`config.mk`:
```
export PLATFORM = sky130hd
export DESIGN_NAME = fft_r22sdf_bfii
export DESIGN_NICKNAME = d
export VERILOG_FILES = /design/src/rtl/fft_r22sdf_bfii.sv
export SDC_FILE = /design/constraint.sdc
export NUM_CORES = 1
export LEC_CHECK = 0
export CAP_MARGIN = 20
export CORE_MARGIN = 8
export CORE_UTILIZATION = 50
export DETAILED_ROUTE_END_ITERATION = 10
export PLACE_DENSITY_LB_ADDON = 0.12
export SKIP_LAST_GASP = 1
export SYNTH_ARGS = -nofsm -noshare
export SYNTH_HDL_FRONTEND = slang
export SYNTH_SLANG_ARGS = --single-unit
```
`constraint.sdc`:
```
create_clock -name clk_i -period 7.2 [get_ports clk_i]
set_clock_uncertainty 0.05 [all_clocks]
set_input_delay 0.72 -clock clk_i [delete_from_list [all_inputs] [get_ports clk_i]]
set_output_delay 0.72 -clock clk_i [all_outputs]
set_load 0.05 [all_outputs]
```
`src/rtl/fft_r22sdf_bfii.sv`:
```
// rtl/fft_r22sdf_bfii.sv - radix-2^2 SDF second butterfly (BFII) with stage-local sample counter
//
// Purpose: consumes the BFI sum/difference stream one complex sample per
// enabled clock, applies -j on the fourth quarter of each 4*FSR_LEN block,
// performs the delayed add/subtract butterfly and registers the result.
//
// Ports:
//   clk_i           clock, rising edge
//   rst_i           asynchronous active-high reset
//   en_i            input sample valid; all state advances only when high
//   x_re_i, x_im_i  DW-bit signed input sample
//   z_re_o, z_im_o  OW-bit signed registered output sample
//   valid_o         z_*_o carries a meaningful sample this cycle
//   ctr_o           counter value (block index) of the sample on z_*_o
//
// Optional feature macro: FFT_R22SDF_BFII_SCALE_EN
//   defined   -> OW = DW, butterfly output halved (arithmetic, floor)
//   undefined -> OW = DW+1, full-precision one-bit growth
module fft_r22sdf_bfii #(
  parameter int DW      = 25,
  parameter int FSR_LEN = 1,
  localparam int L      = $clog2(FSR_LEN),
  localparam int CW     = L + 2,
`ifdef FFT_R22SDF_BFII_SCALE_EN
  localparam int OW     = DW
`else
  localparam int OW     = DW + 1
`endif
) (
  input  logic                 clk_i,
  input  logic                 rst_i,
  input  logic                 en_i,
  input  logic signed [DW-1:0] x_re_i,
  input  logic signed [DW-1:0] x_im_i,
  output logic signed [OW-1:0] z_re_o,
  output logic signed [OW-1:0] z_im_o,
  output logic                 valid_o,
  output logic [CW-1:0]        ctr_o
);

  logic [CW-1:0] ctr;
  logic          filled;
  logic          sel;
  logic          rot;
  logic          fill_now;

  logic signed [DW:0] x_re_ext;
  logic signed [DW:0] x_im_ext;
  logic signed [DW:0] y_re;
  logic signed [DW:0] y_im;
  logic signed [DW:0] d_re;
  logic signed [DW:0] d_im;
  logic signed [DW:0] sum_re;
  logic signed [DW:0] sum_im;
  logic signed [DW:0] wr_re;
  logic signed [DW:0] wr_im;
  logic signed [DW:0] full_re;
  logic signed [DW:0] full_im;
  logic signed [OW-1:0] out_re;
  logic signed [OW-1:0] out_im;

  logic signed [DW:0] dl_re [FSR_LEN];
  logic signed [DW:0] dl_im [FSR_LEN];

  assign sel = ctr[L];
  assign rot = ctr[L+1] & ctr[L];

  // The delay line is full once FSR_LEN samples have entered; before the
  // first wrap that is exactly "ctr >= FSR_LEN", afterwards the sticky flag holds.
  assign fill_now = filled | (ctr >= CW'(FSR_LEN));

  assign x_re_ext = {x_re_i[DW-1], x_re_i};
  assign x_im_ext = {x_im_i[DW-1], x_im_i};

  // -j * (re + j*im) = im - j*re. Negating at DW+1 bits keeps -(-2^(DW-1)) exact.
  assign y_re = rot ? x_im_ext : x_re_ext;
  assign y_im = rot ? -x_re_ext : x_im_ext;

  assign d_re = dl_re[0];
  assign d_im = dl_im[0];

  // The exact sum needs DW+2 bits, but only bits [DW:0] are ever kept (either
  // directly, or [DW:1] after the halving), so DW+1-bit modular arithmetic
  // yields identical results.
  assign sum_re = d_re + y_re;
  assign sum_im = d_im + y_im;

  assign wr_re = sel ? (d_re - y_re) : y_re;
  assign wr_im = sel ? (d_im - y_im) : y_im;

  assign full_re = sel ? sum_re : d_re;
  assign full_im = sel ? sum_im : d_im;

`ifdef FFT_R22SDF_BFII_SCALE_EN
  assign out_re = full_re[DW:1];
  assign out_im = full_im[DW:1];
`else
  assign out_re = full_re;
  assign out_im = full_im;
`endif

  always_ff @(posedge clk_i or posedge rst_i) begin
    if (rst_i) begin
      ctr     <= '0;
      filled  <= 1'b0;
      z_re_o  <= '0;
      z_im_o  <= '0;
      ctr_o   <= '0;
      valid_o <= 1'b0;
      for (int i = 0; i < FSR_LEN; i++) begin
        dl_re[i] <= '0;
        dl_im[i] <= '0;
      end
    end else begin
      valid_o <= en_i & fill_now;
      if (en_i) begin
        ctr    <= ctr + CW'(1);
        filled <= fill_now;
        z_re_o <= out_re;
        z_im_o <= out_im;
        ctr_o  <= ctr;
        for (int i = 0; i < FSR_LEN - 1; i++) begin
          dl_re[i] <= dl_re[i+1];
          dl_im[i] <= dl_im[i+1];
        end
        dl_re[FSR_LEN-1] <= wr_re;
        dl_im[FSR_LEN-1] <= wr_im;
      end
    end
  end

endmodule

```
# After elaboration in Yosys (flattened, before gate mapping)

Cells that the tools add are included.

Add/subtract/negate cells: 6
$lt $le $gt $ge: 1
Mux-type cells: 6
Bitwise logic cells: 3

Operators with widths:

| kind                  | number |
|---|---|
| $mux W26              | 6 |
| $add A26 B26 Y26      | 2 |
| $sub A26 B26 Y26      | 2 |
| $neg A25 Y26          | 1 |
| $add A2 B1 Y2 const B | 1 |
| $and A1 B1 Y1         | 2 |
| $ge A2 B1 Y1 const B  | 1 |
| $or A1 B1 Y1          | 1 |

Register bits: 110
Input bits: 53
Output and inout bits: 55
Logic and storage cells: 24

# Depth between registers and ports, before layout

Gate-level depths: netlist of run 1.

Word-level depth: 4
Mapped depth: 22
Mapped depth without buffers: 20

# Least setup slack after synthesis of run 1

Ideal clock, no wire load.

Kind: reg2reg
From: register ctr[0]
To: register dl_re (netlist bit d_re[25])
Setup time: 0.128 ns
Arrival time: 4.893 ns
Data required time: 7.022 ns
Path slack: 2.130 ns
Stages on the path, launching flop included: 20
Buffers on the path: 5
Period minus slack after synthesis: 5.070 ns
Path through: dfrtp_1 > ha_1 > clkbuf_1 > clkbuf_1 > buf_1 > clkbuf_1 > buf_1 > mux2i_1 > ha_1 > or2_2 > a211oi_1 > a211oi_1 > o41ai_1 > o21ai_1 > o211ai_1 > a211oi_1 > a311oi_1 > o21ai_0 > a211oi_1 > nor3_1

Longest elaborated chain between the ends: 4

Ends and longest elaborated chain:

| item                          | RTL line | source |
|---|---|---|
| start, declared               | 41       | `logic [CW-1:0] ctr;` |
| start signal, assigned        | 117      | `ctr <= ctr + CW'(1);` |
| $and A1 B1 Y1                 | 66       | `assign rot = ctr[L+1] & ctr[L];` |
| $mux W26                      | 76       | `assign y_re = rot ? x_im_ext : x_re_ext;` |
| $sub A26 B26 Y26              | 88       | `assign wr_re = sel ? (d_re - y_re) : y_re;` |
| $mux W26 *                    | 88       |  |
| end signal, assigned by index | 123      | `dl_re[i] <= dl_re[i+1];` |
| end signal, assigned by index | 126      | `dl_re[FSR_LEN-1] <= wr_re;` |
| end, declared                 | 62       | `logic signed [DW:0] dl_re [FSR_LEN];` |

Every way passes the cells marked *; elsewhere a longest branch is shown, timed or not.
A chain may end at the register's enable or synchronous reset.

# Final worst setup path of run 1

From: register ctr[0]
To: register z_im_o[24]

Longest elaborated chain between the ends: 4

Ends and longest elaborated chain:

| item                 | RTL line | source |
|---|---|---|
| $and A1 B1 Y1        | 66       |  |
| $mux W26             | 77       | `assign y_im = rot ? -x_re_ext : x_im_ext;` |
| $add A26 B26 Y26     | 86       | `assign sum_im = d_im + y_im;` |
| $mux W26 *           | 92       | `assign full_im = sel ? sum_im : d_im;` |
| end signal, assigned | 120      | `z_im_o <= out_im;` |
| end, declared        | 36       | `output logic signed [OW-1:0] z_im_o,` |

Marked as above.

==> results of run 1 <==
-- cells in the final DEF (no fill, tap or decap), types with 5 or more instances in the layout --
cell / n
xor2_1: 20
o21ai_1: 13
a211oi_1: 19
o211ai_1: 15
nor4_1: 5
ha_1: 99
nand4_1: 5
mux2_2: 28
nor3_1: 29
buf_4: 8
nor2_1: 151
and3_1: 5
xnor2_1: 79
a22oi_1: 11
nand3_1: 13
clkbuf_16: 9
nand2b_1: 12
mux2i_1: 47
nand2_1: 56
nor2b_1: 19
o22ai_1: 7
dfrtp_1: 109
o21bai_1: 26
o221ai_1: 6
or2_2: 5
a31oi_1: 15
a21oi_1: 161
or3_1: 16
o31ai_1: 5
inv_1: 104
o21ai_0: 64
clkdlybuf4s50_1: 106
or4_1: 6
a21o_1: 39
-- worst reg2reg max path, stage by stage, from the launching register on --
cell and delay (ns):
dfrtp_4 0.98, ha_2 1.00, inv_1 0.53, a21oi_1 0.31, inv_1 0.09, ha_1 0.37, a211oi_1 0.47, o21ai_1 0.10
a31oi_1 0.36, a21oi_1 0.15, nor4b_1 0.27, nor3_1 0.14, a31oi_1 0.29, o21ai_1 0.17, a31oi_1 0.25, xnor2_1 0.15
o221ai_1 0.11
-- sequential cells by signal, summed over array words and instances, names as in the netlist --
name	flops
d_im	26
d_re	26
z_im_o	26
z_re_o	26
ctr	2
ctr_o	2
filled	1
valid_o	1
-- cell families (layout without fill, tap and decap cells) --
family	after synthesis	after routing	share of synthesized area (%)
compound gates	424	424	24.7
simple gates	343	343	15.4
buf+inv	183	233	6.43
flops	110	110	25.6
fa+ha+maj	104	104	12.4
xor+xnor	99	99	8.07
mux	76	76	7.42
-- worst max-delay path by stage --
stage,cells past startpoint,to
floorplan,19,d_re[25]$_DFFE_PP0P_
global placement,16,z_im_o[24]$_DFFE_PP0P_
detailed placement,16,z_im_o[24]$_DFFE_PP0P_
CTS,16,z_im_o[24]$_DFFE_PP0P_
global route,16,z_im_o[24]$_DFFE_PP0P_
finish,16,z_im_o[24]$_DFFE_PP0P_
-- through the flow --
stage	hold slack, ns	cells	setup WS (ns)	utilization [%]
5_1_grt	0.438	1664	0.721	57.9
3_5_place_dp	0.405	1651	1.25	56.6
2_1_floorplan	0.377	1339	2.13	-
3_3_place_gp	0.399	1651	1.40	56.6
6_report	0.415	1664	1.25	57.9
4_1_cts	0.424	1664	1.26	57.9
-- area by class of cell --
cell class / instances / area share (%)
Multi-Input combinational cell: 1046 / 59.9
Sequential cell: 110 / 22.6
Timing Repair Buffer: 114 / 9.19
Inverter: 106 / 3.28
Tap cell: 275 / 2.82
Clock buffer: 11 / 1.99
Clock inverter: 2 / 0.287
-- layer usage --
metal	GRT usage (%)	routed length, um	vias up
met2	37.4	14100	200
met3	3.77	1510	28
met1	31.4	14500	4475
met4	5.30	405	0
li1	-	-	4821
met5	0	0	-
==> out/results.txt, run 1 <==
Status: complete, no violations
Clock Sinks: 110
Fin. Hold Viols: 0
Gate Count Post-Synth: 1,339
Root buf cell: clkbuf_16
Clock Latency Late Sink: 0.35 ns
Mean Syn Cell Area: 8.03 um2
Top cells by area, synth: dfrtp_1 26%, ha_1 12%, a21oi_1 7.5%, xnor2_1 6.4%, nor2_1 5.3%
Reg2reg setup slack: 1.25 ns
Share of layout cells above drive strength 1: 5.26%
Crit-path cells: ha_2 -> inv_1 -> a21oi_1 -> inv_1 -> ha_1 -> a211oi_1 -> o21ai_1 -> a31oi_1 -> a21oi_1 -> nor4b_1 -> nor3_1 -> a31oi_1 -> o21ai_1 -> a31oi_1 -> xnor2_1 -> o221ai_1
Final Instance Area: 12,200 um2
Worst hold path class: reg2reg
Most frequent CP cell: a31oi_1
Placed Area: 11,900 um2
CP required: 7.35 ns
Initial antenna violation count: 0
Fmax: 168 MHz
Hold Startpoint: filled$_DFFE_PP0P_
Storage element area: 2760 um2
DP Wirelength: 23,000 um
FF-to-FF path depth: 16
Wire per inst: 18.3 um
Die width: 163 um
Most common cell in the netlist: a21oi_1
Max clock buf depth: 2
Vias per inst: 5.72
Synth Cell Area: 10,700 um2
Gr usage total: 23.0%
Final worst path period need: 5.95 ns
Syn nets: 1,496
Synth cell types: 80
Fillers: 1,965
PortBufs: 107
Vias: 9,524
Critical path's largest stage delay: 0.99 ns
Final WL: 30,500 um
Die footprint: 26,400 um2
Worst-path clk slew: 0.08 ns
Yosys top cell by area: dfrtp_1
Fin. max-slew vios: 0
Crit Path Category: reg2reg
Post-synthesis register bit count: 110
GP Congestion: 0.909
Post-synthesis sequential area ratio: 25.6%
CORE AREA: 21,100 um2
Final setup TNS: 0 ns
Hold_buf cts: 0
Hold Path Sink: filled$_DFFE_PP0P_
Setup Buffers After CTS: 0
Crit. End Element: register
Final setup viols: 0
Crit-path max FO: 77
CP startpoint kind: register
Initial core utilization: 51.0%
Number of buffers and inverters on the critical path: 2
Ports: 108
H-Tree Depth: 3
Worst-Margin Slew: 1.03 ns
Antenna-violating nets left: 0
DRC: 0
Worst Setup SP: ctr[0]$_DFFE_PP0P_
N_diodes: 0
Final period utilization: 82.6%
Max_slew headroom: 31.4%
CTS tree: done
Multi-input gate area: 7310 um2
First-pass DRT Iterations: 5
Slowest library cell on the worst path: ha_2
Top post-synthesis cells by count: 161 x a21oi_1, 151 x nor2_1, 110 x dfrtp_1
Global-route wire length before repair: 49,500 um
Number of nets in the layout: 1,544
Cell family with most CP delay: compound AO/OA/AOI/OAI gates
Post-synth EDFFs: 0
TritonCTS Buffers: 9
Yosys warns: 0
Share of the synthesized area in the top cell type: 25.6%
1st-iter DRT viols: 568
Ys async rst share: 100%
Synth-to-Final Area Change: 13.6%
Reg2reg start: ctr[0]$_DFFE_PP0P_
Largest net degree at the start of global routing: 86
Site row count: 53
Hold Crit Depth: 2
Global route overflow: 0
Die H: 163 um
Vias in the first global route: 9,221
RSZ-0062 raised after global routing: no
CP arrival: 6.09 ns
Max Cap Viol: 0
Capturing point of the worst reg2reg path: z_im_o[24]$_DFFE_PP0P_
Post-cts resize count: 0
Dominant synthesized flop cell: dfrtp_1
Power of run 1 is left out: the tool's default activity adds up to more than one toggle a clock period on the data nets, which glitch-free logic cannot reach.
==> run 2: changes to the inputs <==
clock period = 5.4 ns   (was 7.2 ns; I/O delays follow)
==> run 2 against run 1 <==
Wire length up 0.29%. Cell area increased by 1.2%. Worst setup slack worse by 0.77 ns. Final cell count up 1.2%. Highest routed layer unchanged.
==> out/results.txt, run 2 (synthesized netlist as in run 1, its figures left out) <==
Status: complete, no violations
DP Wirelength: 23,100 um (+0.51%)
Number of nets in the layout: 1,560 (+1.0%)
Final period utilization: 91.0%
Wire per inst: 18.2 um (-0.90%)
Fin. max-slew vios: 0 (unchanged)
Reg2reg setup slack: 0.53 ns (-0.72 ns)
Max_slew headroom: 31.6% (+0.20 points)
RSZ-0062 raised after global routing: no
Worst-Margin Slew: 1.02 ns (-0.00299 ns)
DRC: 0 (unchanged)
Hold Path Sink: filled$_DFFE_PP0P_
Final setup TNS: 0 ns (unchanged)
PortBufs: 107 (unchanged)
FF-to-FF path depth: 16 (unchanged)
Gr usage total: 23.1% (+0.14 points)
Die width: 163 um (unchanged)
CP arrival: 5.07 ns (-1.02 ns)
Crit. End Element: register
Vias: 9,724 (+2.1%)
Die footprint: 26,400 um2 (unchanged)
Clock Latency Late Sink: 0.36 ns (about the same)
Initial core utilization: 51.0% (unchanged)
Max clock buf depth: 2 (unchanged)
Ports: 108 (unchanged)
Commonest non-fill, non-tap cell in the layout: a21oi_1
Worst-path clk slew: 0.08 ns (about the same)
Worst hold path class: reg2reg
First-pass DRT Iterations: 5 (unchanged)
Die H: 163 um (unchanged)
Fmax: 203 MHz
Final core utilization: 58.6% (+0.69 points)
Antenna-violating nets left: 0 (unchanged)
Post-cts resize count: 0 (unchanged)
CTS tree: done
Crit Path Category: in2reg
GP Congestion: 0.918 (+1.1%)
Global-route wire length before repair: 49,900 um (+0.88%)
1st-iter DRT viols: 632 (+11%)
Vias in the first global route: 9,386 (+1.8%)
Root buf cell: clkbuf_16
Capturing point of the worst reg2reg path: z_im_o[24]$_DFFE_PP0P_
Synth-to-Final Area Change: 14.9%
Final setup viols: 0 (unchanged)
CORE AREA: 21,100 um2 (unchanged)
Final worst path period need: 4.92 ns
Commonest non-fill, non-tap cells in the layout: 161 x a21oi_1, 151 x nor2_1, 109 x dfrtp_1, 106 x clkdlybuf4s50_1, 104 x inv_1
Share of layout cells above drive strength 1: 6.53% (+1.3 points)
TritonCTS Buffers: 9 (unchanged)
Final WL: 30,600 um (+0.29%)
Site row count: 53 (unchanged)
CP required: 5.56 ns (-1.79 ns)
Initial antenna violation count: 1 (+1)
Largest net degree at the start of global routing: 88 (+2.3%)
Vias per inst: 5.77 (+0.89%)
Reg2reg start: ctr[1]$_DFFE_PP0P_
Clock Sinks: 110 (unchanged)
Hold_buf cts: 0 (unchanged)
CP startpoint kind: input pin
Max Cap Viol: 0 (unchanged)
Fin. Hold Viols: 0 (unchanged)
Hold Startpoint: filled$_DFFE_PP0P_
Setup Buffers After CTS: 0 (unchanged)
Hold Crit Depth: 2 (unchanged)
H-Tree Depth: 3 (unchanged)
Crit-path max FO: 6 (-92%)
Global route overflow: 0 (unchanged)
run 2: changes by cell type in the layout (fill, tap and decap cells not counted):
cell,delta
clkinvlp_4,+2
clkinv_4,+1
diode_2,+1
buf_4,+16
run 2: final cells by class:
cell class,instances,area [um2]
Antenna cell,1,2.50
Clock buffer,11,243
Clock inverter,5,58.8
Fill cell,1943,8740
Inverter,106,400
Multi-Input combinational cell,1046,7310
Sequential cell,110,2760
Tap cell,275,344
Timing Repair Buffer,130,1240
run 2: routing by layer:
| layer | global-route usage (%) | vias up | part of all wire (%) |
|---|---|---|---|
| li1 | - | 4861 | - |
| met1 | 32.1 | 4561 | 47 |
| met2 | 37.3 | 274 | 45 |
| met3 | 2.91 | 28 | 5.7 |
| met4 | 6.17 | 0 | 1.6 |
| met5 | 0 | - | 0 |
run 2: critical path, cell delays in order:
cell	delay, ns
clkdlybuf4s50_1	0.52
nor4_4	0.34
nand2_1	0.20
or3_1	0.36
xor2_1	0.15
mux2i_1	0.32
inv_1	0.12
ha_1	0.40
a21oi_1	0.14
o21ai_0	0.09
a31oi_1	0.32
a21oi_1	0.17
nor4b_1	0.33
nor3_1	0.16
a31oi_1	0.29
o21ai_1	0.16
a31oi_1	0.22
xnor2_1	0.14
o221ai_1	0.11
run 2: through the flow:
| stage | setup slack [ns] | instances | instance area, um2 | hold WS (ns) |
|---|---|---|---|---|
| 2_1_floorplan | 0.330 | 1339 | 10700 | 0.377 |
| 3_3_place_gp | 0.169 | 1667 | 12000 | 0.393 |
| 3_5_place_dp | 0.134 | 1667 | 12000 | 0.407 |
| 4_1_cts | 0.501 | 1683 | 12300 | 0.428 |
| 5_1_grt | 0.0899 | 1683 | 12300 | 0.453 |
| 6_report | 0.484 | 1684 | 12400 | 0.420 |
run 2: worst max path at each step:
stage	endpoint	slack, ns	cells past startpoint	startpoint
2_1_floorplan	d_re[25]$_DFFE_PP0P_	0.33	19	ctr[0]$_DFFE_PP0P_
4_1_cts	d_im[25]$_DFFE_PP0P_	0.50	20	x_re_i[0]
6_report	z_im_o[24]$_DFFE_PP0P_	0.48	19	x_re_i[5]
5_1_grt	z_im_o[24]$_DFFE_PP0P_	0.09	17	x_re_i[9]
3_3_place_gp	d_im[25]$_DFFE_PP0P_	0.17	20	x_re_i[0]
3_5_place_dp	d_im[25]$_DFFE_PP0P_	0.13	20	x_re_i[0]
Power of run 2 is left out for the same reason.
==> edit 1, RTL diff (flow settings as in run 2) <==
Add a define of `FFT_R22SDF_BFII_SCALE_EN`.
--- a/src/rtl/fft_r22sdf_bfii.sv
+++ b/src/rtl/fft_r22sdf_bfii.sv
@@ -18,2 +18,4 @@
 //   undefined -> OW = DW+1, full-precision one-bit growth
+`define FFT_R22SDF_BFII_SCALE_EN
+
 module fft_r22sdf_bfii #(
Interface: changed (resized z_im_o and z_re_o); port bits go from 108 to 106. No check against the original RTL was run, so the function may have changed too.
==> edit 1 against run 2 <==
- hold slack lost 0.0057 ns
- sequential cell count shrank 2
- cell area grew 0.52%
- synthesized area grew 0.69%
- routed wire length shrank 0.17%
- worst setup slack gained 0.0072 ns
- register-to-register slack lost 0.04 ns
- critical endpoint is now z_re_o[23]
Power is not shown: default switching activity piles up to over one toggle a cycle in this logic, so the estimate is an artifact.
==> edit 1: results (changes against run 2) <==
Placed design
  – Buffers added on ports: 105 (was 107)
  – Placer Congestion: 0.9219 (was 0.9183)
  – Hpwl dp: 22.98 mm (was 23.11 mm)

STA
  – Relative slew slack: 38.07% (was 31.59%)

Detailed routing
  – Initial DRC count: 706 (was 632)
  – WL final: 30.53 mm (was 30.59 mm)
  – First-pass DRT Iterations: 5 (unchanged)
  – Via count: 9907 (was 9724)

Worst setup path
  – Worst path top cell family by delay: compound AO/OA/AOI/OAI gates (unchanged)
  – Kind of end point of the critical path: flop (unchanged)
  – Worst path arrival time: 5.11 ns (was 5.07 ns)
  – Reg2reg path depth: 14 (was 16)
  – CP startpoint kind: flop (was primary input)
  – Max FO, Critical Path: 24 (was 6)
  – Reg2reg end: z_re_o[23] (was z_im_o[24])
  – Minimum setup slack among reg-to-reg paths: 0.49 ns (was 0.53 ns)
  – Crit-path max cell delay: 0.64 ns (was 0.52 ns)
  – Slowest cell on crit path: ha_2 (was clkdlybuf4s50_1)

Clock tree
  – Clock latency on the worst-skew pair: 0.37 ns
  – Post-CTS Resized: 0 (unchanged)
  – Number of CTS-inserted buffers: 9 (unchanged)
  – Clk pin slew, worst setup/hold paths: 0.09 ns
  – H-tree depth: 3 (unchanged)
  – CTS tree: yes (unchanged)

Yosys
  – Top-area cell type share of the netlist area: 24.98% (was 25.61%)
  – Sequential share of the synthesized area: 24.98% (was 25.61%)
  – Synth Warn #: 0 (unchanged)
  – Most common cell in the netlist: nor2_1 (was a21oi_1)
  – Unique masters post-synth: 79 (was 80)
  – Ys flop type: dfrtp_1 (unchanged)
  – Commonest cells post-synth: 160 x nor2_1, 155 x a21oi_1, 108 x dfrtp_1 (was 161 x a21oi_1, 151 x nor2_1, 110 x dfrtp_1)
  – Net Count, Synth: 1516 (was 1496)
  – Synth area leaders: dfrtp_1 25%, ha_1 12%, a21oi_1 7.2% (was dfrtp_1 26%, ha_1 12%, a21oi_1 7.5%)

Finish
  – Fraction of layout cells with a size suffix above 1: 7.223% (was 6.534%)
  – N_diodes: 0 (was 1)
  – Fin nets: 1578 (was 1560)

GRT
  – Initial antenna violation count: 0 (was 1)
  – First-pass GRT wire length: 49.88 mm (was 49.91 mm)
  – Met1 usage: 31.86% (was 32.05%)
  – Largest net degree at the start of global routing: 85 (was 88)
  – Vias in the first global route: 9640 (was 9386)
  – GR Util met3: 2.142% (was 2.907%)
  – Total Routing Usage GR: 23.02% (was 23.13%)
  – Met2 global-route usage: 37.21% (was 37.35%)

Hold path
  – HP Start: filled (unchanged)
  – Hold crit path type: flop to flop (unchanged)
  – WHS Path Cells: 2 (unchanged)
  – WHS Endpoint: filled (unchanged)

Run status
  – Status: finished, final reports clean (unchanged)
[edit 1: cell types whose count changed in the layout (fill, tap and decap cells not counted), sizes merged, moves of 8 or more]
| cell | run 2 | this run |
|---|---|---|
| buf | 24 | 34 |
| nor3 | 29 | 39 |
| o21ai | 78 | 69 |
| xnor2 | 79 | 71 |
| a21o | 39 | 28 |
| nand3 | 13 | 22 |
| nor4 | 7 | 18 |
| nor2 | 151 | 160 |
[edit 1: routing by layer]
metal / routed length (microns) / vias up
li1: - / 4936
met4: 638 / 0
met3: 1412 / 37
met1: 14530 / 4682
met5: 0 / -
met2: 13950 / 252
[edit 1: final cells by class]
cell class	count	area [sq um]
well taps	280	350.3
inverters	99	374.1
clock inverters	6	40.04
flip-flops and latches	108	2706
multi-input cells	1065	7420
clock buffers	10	229.0
fillers	2024	9138
repair buffers	138	1296
[edit 1: through the flow]
stage | cell area, sq um | std cells | hold slack, ns | util (%) | setup slack (ns)
after floorplan | 10820 | 1359 | 0.3774 | - | 0.4387
after global placement | 12150 | 1690 | 0.3924 | 56.36 | 0.2487
after detailed placement | 12150 | 1690 | 0.3987 | 56.36 | 0.1654
after CTS | 12420 | 1706 | 0.4193 | 57.60 | 0.5248
after global routing | 12420 | 1706 | 0.4729 | 57.60 | 0.1779
final | 12420 | 1706 | 0.4139 | 57.60 | 0.4914
[edit 1: logic make-up (layout without fill, tap and decap cells)]
group                      after synthesis  count (layout)  synth area share (%)
AOI/OAI and AO/OA                      401             401                 23.83
and+or+nand+nor                        384             384                 16.88
buffers and inverters                  186             253                 6.475
DFF                                    108             108                 24.98
adders and majority gates              104             104                 12.30
xor gates and xnor gates                94              94                 7.609
muxes                                   82              82                 7.921
==> edit 2, RTL diff (config.mk and constraints of run 2) <==
Made on the original files. Reset style: synchronous (`rst_i`), changed in one clocked block. Comments in the files are not updated.
--- a/src/rtl/fft_r22sdf_bfii.sv
+++ b/src/rtl/fft_r22sdf_bfii.sv
@@ -101,3 +101,3 @@
 
-  always_ff @(posedge clk_i or posedge rst_i) begin
+  always_ff @(posedge clk_i) begin
     if (rst_i) begin
Check against the original RTL: differs if rst_i is asserted again (counterexample within 4 cycles, from zero or initial values and one cycle with rst_i high); with rst_i held inactive, the same outputs for 4 cycles.
==> edit 2 against run 2 <==
- routed wire length is 2.3% higher
- via count is 0.28% higher
- synthesized area grew 0.43%
- cell area decreased by 0.19%
- sequential cell count unchanged
- critical path type unchanged
- worst setup slack better by 0.011 ns
Power is left out: it rests on default switching activity, and per cell area and clock period it moved more than threefold.
==> edit 2: results (changes against run 2) <==
Detailed routing
  – WL final: 31.29 mm (was 30.59 mm)
  – M1 WL: 14.98 mm (was 14.52 mm)
  – Met2 WL: 14.09 mm (was 13.82 mm)
  – Vias per cell: 5.794 (was 5.774)
  – Initial DRC count: 663 (was 632)

Yosys
  – Mux share of post-synthesis cell area: 6.098% (was 7.416%)
  – EDFF count, synth: 52 (was 0)
  – Net Count, Synth: 1503 (was 1496)
  – Commonest cells post-synth: 181 x nor2_1, 117 x a21oi_1, 100 x ha_1 (was 161 x a21oi_1, 151 x nor2_1, 110 x dfrtp_1)
  – Synth area leaders: edfxtp_1 14%, ha_1 12%, dfxtp_1 11% (was dfrtp_1 26%, ha_1 12%, a21oi_1 7.5%)
  – Post-Synth Adder-Cell Area: 12.33% (was 12.39%)
  – Post-Synth XOR/XNOR Area: 7.872% (was 8.068%)
  – Ys flop type: dfxtp_1 (was dfrtp_1)
  – Async SR Flop Fraction: 0% (was 100.0%)
  – Sequential share of the synthesized area: 25.23% (was 25.61%)

GRT
  – Largest net degree at the start of global routing: 84 (was 88)
  – GR Util met3: 3.792% (was 2.907%)
  – Met2 global-route usage: 37.04% (was 37.35%)
  – Met1 usage: 32.10% (was 32.05%)
  – Total Routing Usage GR: 23.28% (was 23.13%)
  – Vias in the first global route: 9171 (was 9386)

Finish
  – Fin nets: 1559 (was 1560)
  – Fraction of layout cells with a size suffix above 1: 6.539% (was 6.534%)
  – Fillers: 1965 (was 1943)

STA
  – Relative slew slack: 28.55% (was 31.59%)

Worst setup path
  – Slowest cell on crit path: or4_4 (was clkdlybuf4s50_1)
  – Worst path arrival time: 5.13 ns (was 5.07 ns)
  – Minimum setup slack among reg-to-reg paths: 0.50 ns (was 0.53 ns)
  – Crit-path max cell delay: 0.59 ns (was 0.52 ns)
  – Max FO, Critical Path: 5 (was 6)
  – Worst path top cell family by delay: simple AND/OR/NAND/NOR gates (was compound AO/OA/AOI/OAI gates)

Placed design
  – Hpwl dp: 23.84 mm (was 23.11 mm)

Clock tree
  – Clock latency on the worst-skew pair: 0.38 ns (was 0.36 ns)

Run status
  – Status: finished, final reports clean (unchanged)
[edit 2: cell types whose count changed after synthesis, moves of 14 or more]
cell and change:
a211oi_1 +55, o21ai_0 -14, nor2_1 +30, dfrtp_1 -110
a21oi_1 -44, edfxtp_1 +52, dfxtp_1 +58
[edit 2: final cells by class]
| class | count | area [sq um] | share of cell area [%] |
|---|---|---|---|
| clock inverter | 5 | 41.29 | 0.3349 |
| timing repair buffer | 129 | 1226 | 9.946 |
| multi-input combinational | 1054 | 7377 | 59.84 |
| inverter | 98 | 367.9 | 2.984 |
| sequential | 110 | 2726 | 22.12 |
| clock buffer | 11 | 242.7 | 1.969 |
| antenna | 1 | 2.502 | 0.02030 |
| tap | 275 | 344.1 | 2.791 |
[edit 2: through the flow]
stage          hold slack, ns  instances  worst slack (ns)  utilization [%]  cell area [sq um]
3_3_place_gp           0.3831       1666            0.2509            57.10              12040
5_1_grt                0.4297       1683            0.1333            58.46              12330
3_5_place_dp           0.3955       1666            0.1545            57.10              12040
4_1_cts                0.4159       1682            0.5125            58.45              12330
2_1_floorplan          0.3763       1346            0.6534                -              10790
6_report               0.4133       1683            0.4952            58.46              12330
[edit 2: cells by family (layout without fill, tap and decap cells)]
family / Yosys count / count (layout)
DFF: 110 / 110
AOI/OAI and AO/OA: 396 / 396
buffers and inverters: 182 / 243
xor gates and xnor gates: 97 / 97
other: 0 / 1
muxes: 62 / 62
adders and majority gates: 104 / 104
and+or+nand+nor: 395 / 395
[edit 2: worst paths after layout]
kind | endpoint | from | depth (start not counted)
hold reg to reg | filled | filled | 1
hold / removal | filled | filled | 1
setup / recovery | z_im_o[25] | x_re_i[11] | 15
setup reg to reg | z_re_o[24] | ctr[1] | 15
